## src/rtl/tank2urex7_sprite_fetch.sv

```systemverilog
// tank2urex7_sprite_fetch
// Per-pixel sprite fetch in front of tank2urex7_palette. It turns the scan
// position into a rotated address for the synchronous sprite ROM. It aligns
// the hit flag with the ROM read latency, then emits a palette index and an
// opaque flag. Tank position, facing and enable are shadow-latched on
// frame_start, so a move in the middle of a frame never tears the sprite.
module tank2urex7_sprite_fetch #(
    parameter int SPR_W   = 32,  // sprite width, must equal SPR_H
    parameter int SPR_H   = 32,  // sprite height
    parameter int ADDR_W  = 10,  // ROM address width, 2**ADDR_W >= SPR_W*SPR_H
    parameter int ROM_LAT = 1,   // ROM read latency in cycles (1 or 2)
    parameter int TRANSP  = 0    // transparent palette index
) (
    input  logic              Clk,
    input  logic              Reset_n,
    input  logic              frame_start,
    input  logic [9:0]        DrawX,
    input  logic [9:0]        DrawY,
    input  logic              blank,
    input  logic [9:0]        tank_x,
    input  logic [9:0]        tank_y,
    input  logic [1:0]        tank_dir,
    input  logic              tank_en,
    output logic [ADDR_W-1:0] rom_addr,
    input  logic [3:0]        rom_q,
    output logic [3:0]        pix_index,
    output logic              pix_opaque
);

    localparam logic [10:0] SPR_W_11   = 11'(SPR_W);
    localparam logic [10:0] SPR_H_11   = 11'(SPR_H);
    localparam logic [10:0] W_M1_11    = 11'(SPR_W - 1);
    localparam logic [3:0]  TRANSP_IDX = 4'(TRANSP);

    // Frame-stable copy of the tank state
    logic [9:0] sx;
    logic [9:0] sy;
    logic [1:0] sdir;
    logic       sen;

    // Stage 0 (combinational) signals
    logic [10:0]       rx_p0;
    logic [10:0]       ry_p0;
    logic [10:0]       u_p0;
    logic [10:0]       v_p0;
    logic              hit_p0;
    logic [ADDR_W-1:0] addr_p0;

    // Hit flag after the address register, then delayed across the ROM
    logic               vld_p1;
    logic [ROM_LAT-1:0] vld_p2;
    logic               dhit;

    // Shadow-latch tank state once per frame; the pixel in the latch cycle sees the old values
    always_ff @(posedge Clk or negedge Reset_n) begin
        if (!Reset_n) begin
            sx   <= '0;
            sy   <= '0;
            sdir <= '0;
            sen  <= 1'b0;
        end else if (frame_start) begin
            sx   <= tank_x;
            sy   <= tank_y;
            sdir <= tank_dir;
            sen  <= tank_en;
        end
    end

    // ---- stage 0: sprite-relative offset, hit test, rotation, address ----
    // Offsets are 11-bit unsigned, so a pixel left of or above the sprite wraps large and misses
    always_comb begin
        rx_p0  = {1'b0, DrawX} - {1'b0, sx};
        ry_p0  = {1'b0, DrawY} - {1'b0, sy};
        hit_p0 = blank & sen & (rx_p0 < SPR_W_11) & (ry_p0 < SPR_H_11);
        u_p0   = rx_p0;
        v_p0   = ry_p0;
        case (sdir)
            2'd0: begin
                u_p0 = rx_p0;
                v_p0 = ry_p0;
            end
            2'd1: begin
                u_p0 = ry_p0;
                v_p0 = W_M1_11 - rx_p0;
            end
            2'd2: begin
                u_p0 = W_M1_11 - rx_p0;
                v_p0 = W_M1_11 - ry_p0;
            end
            default: begin
                u_p0 = W_M1_11 - ry_p0;
                v_p0 = rx_p0;
            end
        endcase
        addr_p0 = ADDR_W'(v_p0) * ADDR_W'(SPR_W) + ADDR_W'(u_p0);
    end

    // ---- stage 1: register address and hit; address holds on a miss to keep the ROM quiet ----
    always_ff @(posedge Clk or negedge Reset_n) begin
        if (!Reset_n) begin
            rom_addr <= '0;
            vld_p1   <= 1'b0;
        end else begin
            vld_p1 <= hit_p0;
            if (hit_p0) begin
                rom_addr <= addr_p0;
            end
        end
    end

    // ---- stage 2: delay the hit flag by the ROM read latency ----
    always_ff @(posedge Clk or negedge Reset_n) begin
        if (!Reset_n) begin
            vld_p2 <= '0;
        end else begin
            vld_p2 <= ROM_LAT'({vld_p2, vld_p1});
        end
    end

    assign dhit = vld_p2[ROM_LAT-1];

    // ROM data is used straight from the ROM output register, with no extra stage
    assign pix_index  = dhit ? rom_q : TRANSP_IDX;
    assign pix_opaque = dhit & (rom_q != TRANSP_IDX);

endmodule

```

## config.mk

```make
export PLATFORM = sky130hd
export DESIGN_NAME = tank2urex7_sprite_fetch
export DESIGN_NICKNAME = d
export VERILOG_FILES = /design/src/rtl/tank2urex7_sprite_fetch.sv
export SDC_FILE = /design/constraint.sdc
export NUM_CORES = 1
export LEC_CHECK = 0
export BUFFER_PORTS_ARGS = -buffer_cell sky130_fd_sc_hd__buf_4
export CAP_MARGIN = 20
export CORE_AREA = 2 2 87 89
export DETAILED_ROUTE_END_ITERATION = 12
export DIE_AREA = 0 0 89 91
export SYNTH_ARGS = -nofsm -noshare
export SYNTH_HDL_FRONTEND = slang
export SYNTH_SLANG_ARGS = --single-unit
```

## constraint.sdc

```tcl
create_clock -name Clk -period 9.62 [get_ports Clk]
set_clock_uncertainty 0.2 [all_clocks]
set_input_delay 1.924 -clock Clk [delete_from_list [all_inputs] [get_ports Clk]]
set_output_delay 1.924 -clock Clk [all_outputs]
set_load 0.01 [all_outputs]
```

======== Word level (Yosys, flattened, before mapping) ========
Index checks and enable logic that the tools add are counted.
word-level totals
  input port bits ......................... 51
  register bits ........................... 35
operators by class
  magnitude comparators ................... 2
  bitwise operators ....................... 4
  reduce and logical (&&, ||, !) cells .... 2
  $add $sub $neg .......................... 5
  muxes and demuxes ....................... 3
  equality and inequality tests ........... 2
operators by type and width
  operator               number
  $pmux 10 s3            1
  $lt 11x6->1 const B    2
  $sub 10x10->11         2
  $sub 5x10->10 const A  2
  $pmux 5 s3             1
  $add 10x10->10         1
  $and 1x1->1            4
  $mux 4                 1
  $reduce_bool 4->1      1
  $eq 2x1->1 const B     1
  $eq 2x2->1 const B     1
  $logic_not 2->1        1

======== Depth between registers and ports, before layout ========
Gate-level depths: netlist (run 1).
  word-level depth ........................ 4
  mapped depth ............................ 20
  mapped depth without buffers ............ 20

======== Worst setup path after synthesis (run 1) ========
Ideal clock, no wire load.
  kind .................................... input to register
  from .................................... in DrawX[0]
  to ...................................... reg rom_addr[9]
  arrival ................................. 5.057 ns
  stages on the path ...................... 17
  path buffers ............................ 0
  data required time ...................... 9.295 ns
  setup slack ............................. 4.239 ns
  setup time .............................. 0.125 ns
  cells stage by stage .................... inv_1 ha_1 inv_1 fa_1 a211oi_1 o21bai_1 a21oi_1 xnor2_1 and2_1 nor3b_1 a2111oi_0 a21oi_1 ha_1 a21o_1 a21oi_1 xnor2_1 mux2_2
between the ends
  cells in the longest elaborated chain, start to end .. 4
  elaborated cells on any way between the ends .. 8
  those cells by class .................... add/sub: 3; order compare: 1; mux: 2; bitwise: 2
RTL lines
  item                                                  RTL line  RTL
  start, declared                                       17        input logic [9:0] DrawX,
  $sub 10x10->11 *                                      72        rx_p0 = {1'b0, DrawX} - {1'b0, sx};
  $sub 5x10->10 / $lt 11x6->1 (equally long branches)   87, 74
  $pmux 5 s3 (tied with other cells)                    77        case (sdir)
  $add 10x10->10 / $and 1x1->1 (equally long branches)  95, 74
  end signal, assigned                                  106       rom_addr <= addr_p0;
  end, declared                                         24        output logic [ADDR_W-1:0] rom_addr,
Every way passes the cells marked *; elsewhere a longest branch is shown, timed or not.
A chain may end at the register's enable or synchronous reset.

======== Final worst setup path (run 1) ========
Ends and elaborated chain as after synthesis.

==> run_results.csv, run 1 <==
group,metric,value,unit
status,outcome,"finished, final reports clean",
synthesis,synth_async_sr_flop_share,100.0,%
floorplan,start_util,39.45,%
detailed_routing,drt-vias-per-instance,4.840,
worst_setup_path,start_kind,"primary input",
synthesis,synthFlopType,"dfrtp_1",
floorplan,ioPinCount,66,
detailed_routing,wl_per_cell,12.68,um
worst_setup_path,crit_arrival,5510,ps
synthesis,yosys.cell_types.count,51,
detailed_routing,wl,6.010,mm
synthesis,ys_warn_count,0,
detailed_routing,dr_total_vias,2294,
synthesis,synth_cells,312,
grt,grt_max_degree,42,
detailed_routing,drt-initial-drc-count,82,
placed_design,place_congestion,0.8758,
grt,antenna_found_initial,0,
sta,slew_headroom,34.27,%
sta,finalCritPeriodShare,57.55,%
power,peakVddDrop,0.06611,mV
cts,cts_tree,"built",
worst_setup_path,critPathKind,"primary input to flop",
sta,setup_viol,0,
cts,clock_latency,290,ps
power,p_per_area,155.1,mW/mm^2
sta,rsz0062_at_grt,"no",
detailed_routing,ant_nets,0,
floorplan,die_w,89,um
synthesis,syn_nets,392,
cts,cts.clk_slew.worst_paths,70,ps
final_layout,fin_nets,454,
synthesis,netlist_area,0.002815,mm^2
final_layout,drive_gt1_share,26.40,%
worst_setup_path,worst_r2r_path_depth,16,
cts,htreeDepth,2,
placed_design,io_buffers,65,
sta,period_needed,5536,ps
worst_setup_path,critical_path.max_fanout,4,
final_layout,area_growth,24.58,%
placed_design,place_ws,3766,ps
synthesis,synth_edf_count,0,
flow_run,cap_violations,0,
worst_setup_path,crit_start,"DrawX[0]",
floorplan,rows,31,
floorplan,core,0.007137,mm^2
worst_setup_path,cp-end-kind,"flop",
sta,worst_pin_slew,986.0,ps
sta,slew_viol_final,0,
sta,hold_viol,0,
detailed_routing,dr.pass1.iters,4,
floorplan,dieArea,0.008099,mm^2
sta,finalSetupTns,0,ps
final_layout,n_antenna_cell,0,
grt,grt_usage,16.04,%
cts,hold_buffers,0,
cts,cts.sink_count,35,
floorplan,die_h,91,um
grt,grt_pass1_vias,2194,
cts,cts_resized,0,
cts,postCtsSetupBuffers,0,
grt,grt_overflow,0,
cts,cts_buffer_depth,2,
cts,clock-root-buffer,"clkbuf_8",
worst_setup_path,reg2reg_to,"rom_addr[9]",
worst_hold_path,hold_path_class,"flop to flop",
placed_design,hpwl,4.907,mm
detailed_routing,drc,0,
power,leakage,1.709,nW
synthesis,syn_avg_cell_area,9.023,um^2
synthesis,yosysSeqAreaShare,31.11,%
worst_setup_path,rrSetupSlack,5480,ps
worst_setup_path,endpoint,"rom_addr[9]",
grt,grt_pass1_wl,10.18,mm
synthesis,ys_ff_latch,35,
final_layout,filler_cell_count,740,
worst_setup_path,critPathRequiredTime,9600,ps
cts,numCtsBuffers,5,
worst_setup_path,r2r-start,"sx[0]",
sta,clock.fmax,180.6,MHz
sta,timing.final.ws_setup,4084,ps
==> worst max-delay path, cell delays in order <==
cell	delay, ps
buf_4	110
inv_1	70
ha_1	140
inv_1	60
fa_1	410
a211oi_1	340
o21bai_1	120
a21oi_1	280
xnor2_1	220
and2_1	240
nor3b_1	70
a2111oi_0	420
a21oi_1	80
ha_1	360
a21o_1	170
a21oi_1	160
xnor2_1	70
mux2_2	270
==> sequential cells by signal, indices dropped and copies added, names as in the netlist <==
| signal | count |
|---|---|
| sen | 1 |
| rom_addr | 10 |
| sdir | 2 |
| dhit | 1 |
| sy | 10 |
| sx | 10 |
| vld_p1 | 1 |
==> layer usage <==
metal / global-route usage, % / part of all wire (%)
met4: 5.597 / 1.2
met2: 25.50 / 47
met3: 2.273 / 4.1
met1: 22.05 / 47
met5: 0 / 0
==> how the worst min path moves through the flow <==
stage                     startpoint    to  slack [ps]  cells past startpoint
after CTS                     vld_p1  dhit         150                      0
final                         vld_p1  dhit         150                      0
after detailed placement      vld_p1  dhit         130                      0
after floorplan               vld_p1  dhit         130                      0
after global routing          vld_p1  dhit         170                      0
after global placement        vld_p1  dhit         130                      0
==> metrics by stage <==
stage | area [um^2] | util, % | hold slack (ps) | cells | power (mW)
6_report | 3507 | 49.14 | 151.1 | 474 | 0.5440
5_1_grt | 3507 | 49.14 | 170.3 | 474 | 0.5883
4_1_cts | 3507 | 49.14 | 152.0 | 474 | 0.5515
3_5_place_dp | 3390 | 47.49 | 134.7 | 466 | 0.4090
3_3_place_gp | 3390 | 47.49 | 133.9 | 466 | 0.4017
2_1_floorplan | 2815 | - | 131.2 | 312 | 0.3474
==> layout by cell type (no fill, tap or decap), types with 9 or more instances in the layout <==
cell	Yosys	layout
buf_4	0	65
dfrtp_1	35	35
inv_1	34	34
o21ai_0	31	31
nand2_1	29	29
ha_1	26	26
xnor2_1	17	17
mux2_2	14	14
a21oi_1	13	13
nor2_1	12	12
mux2i_1	9	9
==> final cells by class <==
class	count	area [um^2]	area share, %
Inverter	34	127.6	3.639
Clock inverter	2	35.03	0.9989
Multi-Input combinational cell	233	1774	50.59
Tap cell	99	123.9	3.532
Sequential cell	35	875.8	24.97
Timing Repair Buffer	65	488.0	13.91
Clock buffer	6	82.58	2.355
==> cell usage after synthesis (all sizes together), types with 2 or more instances <==
cell type,number,share of area [%]
nor3b,3,0.80
or2,2,0.44
fa,3,2.1
nor3,5,0.89
o31ai,4,1.1
a21o,6,1.6
o21a,2,0.53
nor4,2,0.44
buf,3,0.40
a2111oi,2,1.3
mux2,14,5.6
nor2b,3,0.67
mux2i,9,3.2
xor2,7,2.2
a211oi,2,0.53
inv,34,4.5
nand2b,3,0.67
nor2,12,1.6
dfrtp,35,31
o31a,2,0.62
ha,26,12
o21ai,31,5.5
a31oi,2,0.44
and2,6,1.3
xnor2,17,5.3
nand3,7,1.2
a21boi,2,0.53
nand2,29,3.9
a21oi,15,2.9
clkbuf,7,0.93
==> kinds of logic (layout without fill, tap and decap cells) <==
logic type	after synthesis	after routing	synth area share (%)
fa+ha+maj	29	29	13.69
compound gates	78	78	19.02
xor+xnor	24	24	7.467
buf+inv	44	107	5.867
simple gates	79	79	14.04
mux	23	23	8.800
flops	35	35	31.11
==> power breakdown <==
| part | switching (mW) | internal (mW) | total [mW] |
|---|---|---|---|
| combinational | 0.123 | 0.115 | 0.238 |
| sequential | 0.00956 | 0.156 | 0.166 |
| clock | 0.0559 | 0.0839 | 0.140 |
| total | 0.189 | 0.355 | 0.544 |
Power figures use the tool's default switching activity.
==> run 2, diff against run 1 <==
--- a/config.mk
+++ b/config.mk
@@ -5,11 +5,12 @@
 export SDC_FILE = /design/constraint.sdc
 export NUM_CORES = 1
 export LEC_CHECK = 0
+export ABC_AREA = 1
 export BUFFER_PORTS_ARGS = -buffer_cell sky130_fd_sc_hd__buf_4
 export CAP_MARGIN = 20
-export CORE_AREA = 2 2 87 89
+export CORE_AREA = 2 2 90 92
 export DETAILED_ROUTE_END_ITERATION = 12
-export DIE_AREA = 0 0 89 91
+export DIE_AREA = 0 0 92 94
 export SYNTH_ARGS = -nofsm -noshare
 export SYNTH_HDL_FRONTEND = slang
 export SYNTH_SLANG_ARGS = --single-unit
==> constraint.sdc (replaced) <==
create_clock -name Clk -period 4.6 [get_ports Clk]
set_clock_uncertainty 0.2 [all_clocks]
set_input_delay 0.92 -clock Clk [delete_from_list [all_inputs] [get_ports Clk]]
set_output_delay 0.92 -clock Clk [all_outputs]
set_load 0.01 [all_outputs]
==> run 2 against run 1 <==
Final area rose by 4.9%. Core utilization is 0.77 points lower. Die area is 6.8% higher. First-iteration DRC count grew 8.5%. Wire length increased by 16%. Via count up 21%. Hold slack about the same. Total power increased by 100%. Critical path type unchanged.
==> run_results.csv, run 2 <==
group,metric,value,unit
synthesis,netlist_area,0.003012,mm^2
power,p_switching,0.4468,mW
cts,postCtsSetupBuffers,0,
power,swShare,40.81,%
sta,slew_viol_final,0,
detailed_routing,drt-vias-per-instance,4.599,
sta,slew_headroom,67.80,%
final_layout,largestRegisters,"rom_addr (10), sx (10), sy (10)",
final_layout,final_common_cell,"nand2_1",
final_layout,layout_common_cells,"nand2_1, inv_1, buf_4",
power,p_per_area,297.5,mW/mm^2
detailed_routing,wl,6.963,mm
synthesis,synthFlopType,"dfrtp_1",
synthesis,synth_common_cells,"nand2_1, inv_1, dfrtp_1, o21ai_0, ha_1",
placed_design,place_ws,48.34,ps
detailed_routing,dr.pass1.iters,4,
worst_setup_path,cp_slowest_stage_delay,410,ps
power,clockPowerShare,20.3,%
final_layout,fin_nets,580,
power,leakage,2.033,nW
synthesis,synth_async_sr_flop_share,100.0,%
worst_hold_path,hold_path_class,"flop to flop",
cts,cts_resized,0,
sta,period_needed,4214,ps
final_layout,area_growth,22.19,%
final_layout,drive_gt1_share,19.76,%
sta,timing.final.ws_setup,385.7,ps
final_layout,filler_cell_count,822,
floorplan,rows,32,
sta,worst_hold_slack,150.9,ps
sta,worst_pin_slew,478.0,ps
detailed_routing,drt-initial-drc-count,89,
synthesis,syn_avg_cell_area,6.892,um^2
cts,cts_tree,"built",
worst_setup_path,start_kind,"primary input",
worst_setup_path,crit_path_top_delay_cell,"fa_1",
worst_setup_path,critPathKind,"primary input to flop",
final_layout,post-route-util,48.37,%
sta,hold_viol,0,
placed_design,io_buffers,65,
grt,grt_max_degree,44,
grt,grt_usage,17.85,%
power,seqPwrFrac,31.0,%
floorplan,ioPinCount,66,
cts,hold_buffers,0,
final_layout,n_antenna_cell,0,
worst_setup_path,cp-end-kind,"flop",
final_layout,design_area,0.003680,mm^2
cts,numCtsBuffers,5,
power,p_int,0.6481,mW
floorplan,die_h,94,um
synthesis,yosysSeqAreaShare,29.08,%
cts,cts_buffer_depth,2,
grt,grt_pass1_vias,2790,
grt,antenna_found_initial,0,
grt,grt_overflow,0,
sta,clock.fmax,237.3,MHz
floorplan,dieArea,0.008648,mm^2
floorplan,core,0.007607,mm^2
cts,htreeDepth,2,
synthesis,yosys.cell_types.count,30,
detailed_routing,wl_per_cell,11.55,um
worst_setup_path,critical_path.max_fanout,3,
synthesis,synth.top_cells.by_area,"dfrtp_1, nand2_1, ha_1",
floorplan,start_util,39.59,%
placed_design,hpwl,5.633,mm
flow_run,cap_violations,0,
cts,cts.sink_count,35,
synthesis,ys_ff_latch,35,
detailed_routing,dr_total_vias,2773,
placed_design,place_area,0.003586,mm^2
synthesis,synth_area_leader_cell,"dfrtp_1",
sta,finalSetupTns,0,ps
synthesis,synth_cells,437,
floorplan,die_w,92,um
synthesis,synth_edf_count,0,
sta,rsz0062_at_grt,"no",
synthesis,ys_warn_count,0,
synthesis,syn_nets,517,
synthesis,yosysMostFrequentCell,"nand2_1",
worst_setup_path,critPathRequiredTime,4630,ps
sta,setup_viol,0,
cts,clock_latency,290,ps
cts,cts.clk_slew.worst_paths,60,ps
placed_design,place_congestion,0.8762,
status,outcome,"finished, final reports clean",
power,peakVddDrop,0.1254,mV
power,combPwrFrac,48.7,%
grt,grt_pass1_wl,12.36,mm
detailed_routing,ant_nets,0,
worst_setup_path,crit_chain,"buf_4, inv_1, ha_1, inv_1, fa_1, nand3_1, nand2_1, nand2_1, a21oi_1, xor2_1, inv_1, ha_1, o21ai_0, fa_1, o21ai_1, xor2_1, or2_2, nand2_1, inv_1, nand3_1, nand3_1, nand2_1",
worst_setup_path,path_delay_family,"adder cells",
cts,clock-root-buffer,"clkbuf_8",
worst_setup_path,path_buf_inv,5,
detailed_routing,drc,0,
synthesis,synth_top_area_share,29.08,%
sta,finalCritPeriodShare,91.61,%
worst_setup_path,crit_arrival,4240,ps
-- run 2: changes by cell type after synthesis, sizes merged, moves of 4 or more --
cell / before / now
nor2: 12 / 23
inv: 34 / 77
mux2i: 9 / 0
xnor2: 17 / 5
nand3: 7 / 24
mux2: 14 / 3
xor2: 7 / 13
o31ai: 4 / 0
o21ai: 31 / 46
nand2: 29 / 143
and2: 6 / 0
a21o: 6 / 0
-- run 2: worst paths after layout --
path                       depth (start not counted)  slack, ps          end  startpoint
hold / removal                                     0        150         dhit      vld_p1
max in group asynchronous                          1       3500        sy[9]     Reset_n
min in group asynchronous                          1        370        sx[7]     Reset_n
setup reg to reg                                  22        790  rom_addr[9]       sx[0]
hold reg to reg                                    0        150         dhit      vld_p1
setup / recovery                                  22        390  rom_addr[9]    DrawY[0]
-- run 2: layer usage --
layer	vias up	global-route usage, %	share of wire [%]
met1	1220	23.48	50
met2	46	30.51	46
li1	1502	-	-
met5	-	0	0
met4	0	4.602	1.1
met3	5	3.050	3.3
-- run 2: worst register-to-register path, stage by stage (launching register included) --
cell and delay, ps:
dfrtp_1 410, ha_1 160, inv_1 60, fa_1 400, nand3_1 90, nand2_1 110, nand2_1 100, nand3_1 70
nand2_1 110, inv_1 60, o21ai_0 160, o21ai_0 100, o21ai_0 80, o21ai_0 220, fa_1 490, o21ai_1 200
xor2_1 100, or2_2 310, nand2_1 80, inv_1 40, nand3_1 70, nand3_1 70, nand2_1 60
-- run 2: power groups by stage --
stage / sequential (mW) / combinational [mW] / clock (mW)
detailed placement: 0.345 / 0.520 / 0
CTS: 0.339 / 0.523 / 0.230
floorplan: 0.338 / 0.393 / 0
finish: 0.339 / 0.533 / 0.222
global placement: 0.345 / 0.513 / 0
global route: 0.343 / 0.619 / 0.242
-- run 2: kinds of logic (layout without fill, tap and decap cells) --
| group | count (synthesis) | count (layout) | share of synthesized area (%) |
|---|---|---|---|
| AND/OR/NAND/NOR | 197 | 197 | 26.88 |
| buffers and inverters | 86 | 150 | 10.97 |
| AO/OA/AOI/OAI | 69 | 69 | 13.92 |
| flip-flops | 35 | 35 | 29.08 |
| adder cells (fa/ha/maj) | 29 | 29 | 12.80 |
| XOR/XNOR | 18 | 18 | 5.235 |
| multiplexers | 3 | 3 | 1.122 |
-- run 2: cell type report --
| cell class | count | area (um^2) | share of cell area, % |
|---|---|---|---|
| clock buffers | 7 | 76.32 | 2.074 |
| clock inverters | 1 | 5.005 | 0.1360 |
| inverters | 77 | 289.0 | 7.854 |
| multi-input cells | 316 | 1818 | 49.40 |
| flip-flops and latches | 35 | 875.8 | 23.80 |
| well taps | 102 | 127.6 | 3.468 |
| repair buffers | 65 | 488.0 | 13.26 |
-- run 2: through the flow --
| stage | power (mW) | instances |
|---|---|---|
| after floorplan | 0.7309 | 437 |
| after global placement | 0.8574 | 595 |
| after detailed placement | 0.8655 | 595 |
| after CTS | 1.092 | 603 |
| after global routing | 1.203 | 603 |
| final | 1.095 | 603 |
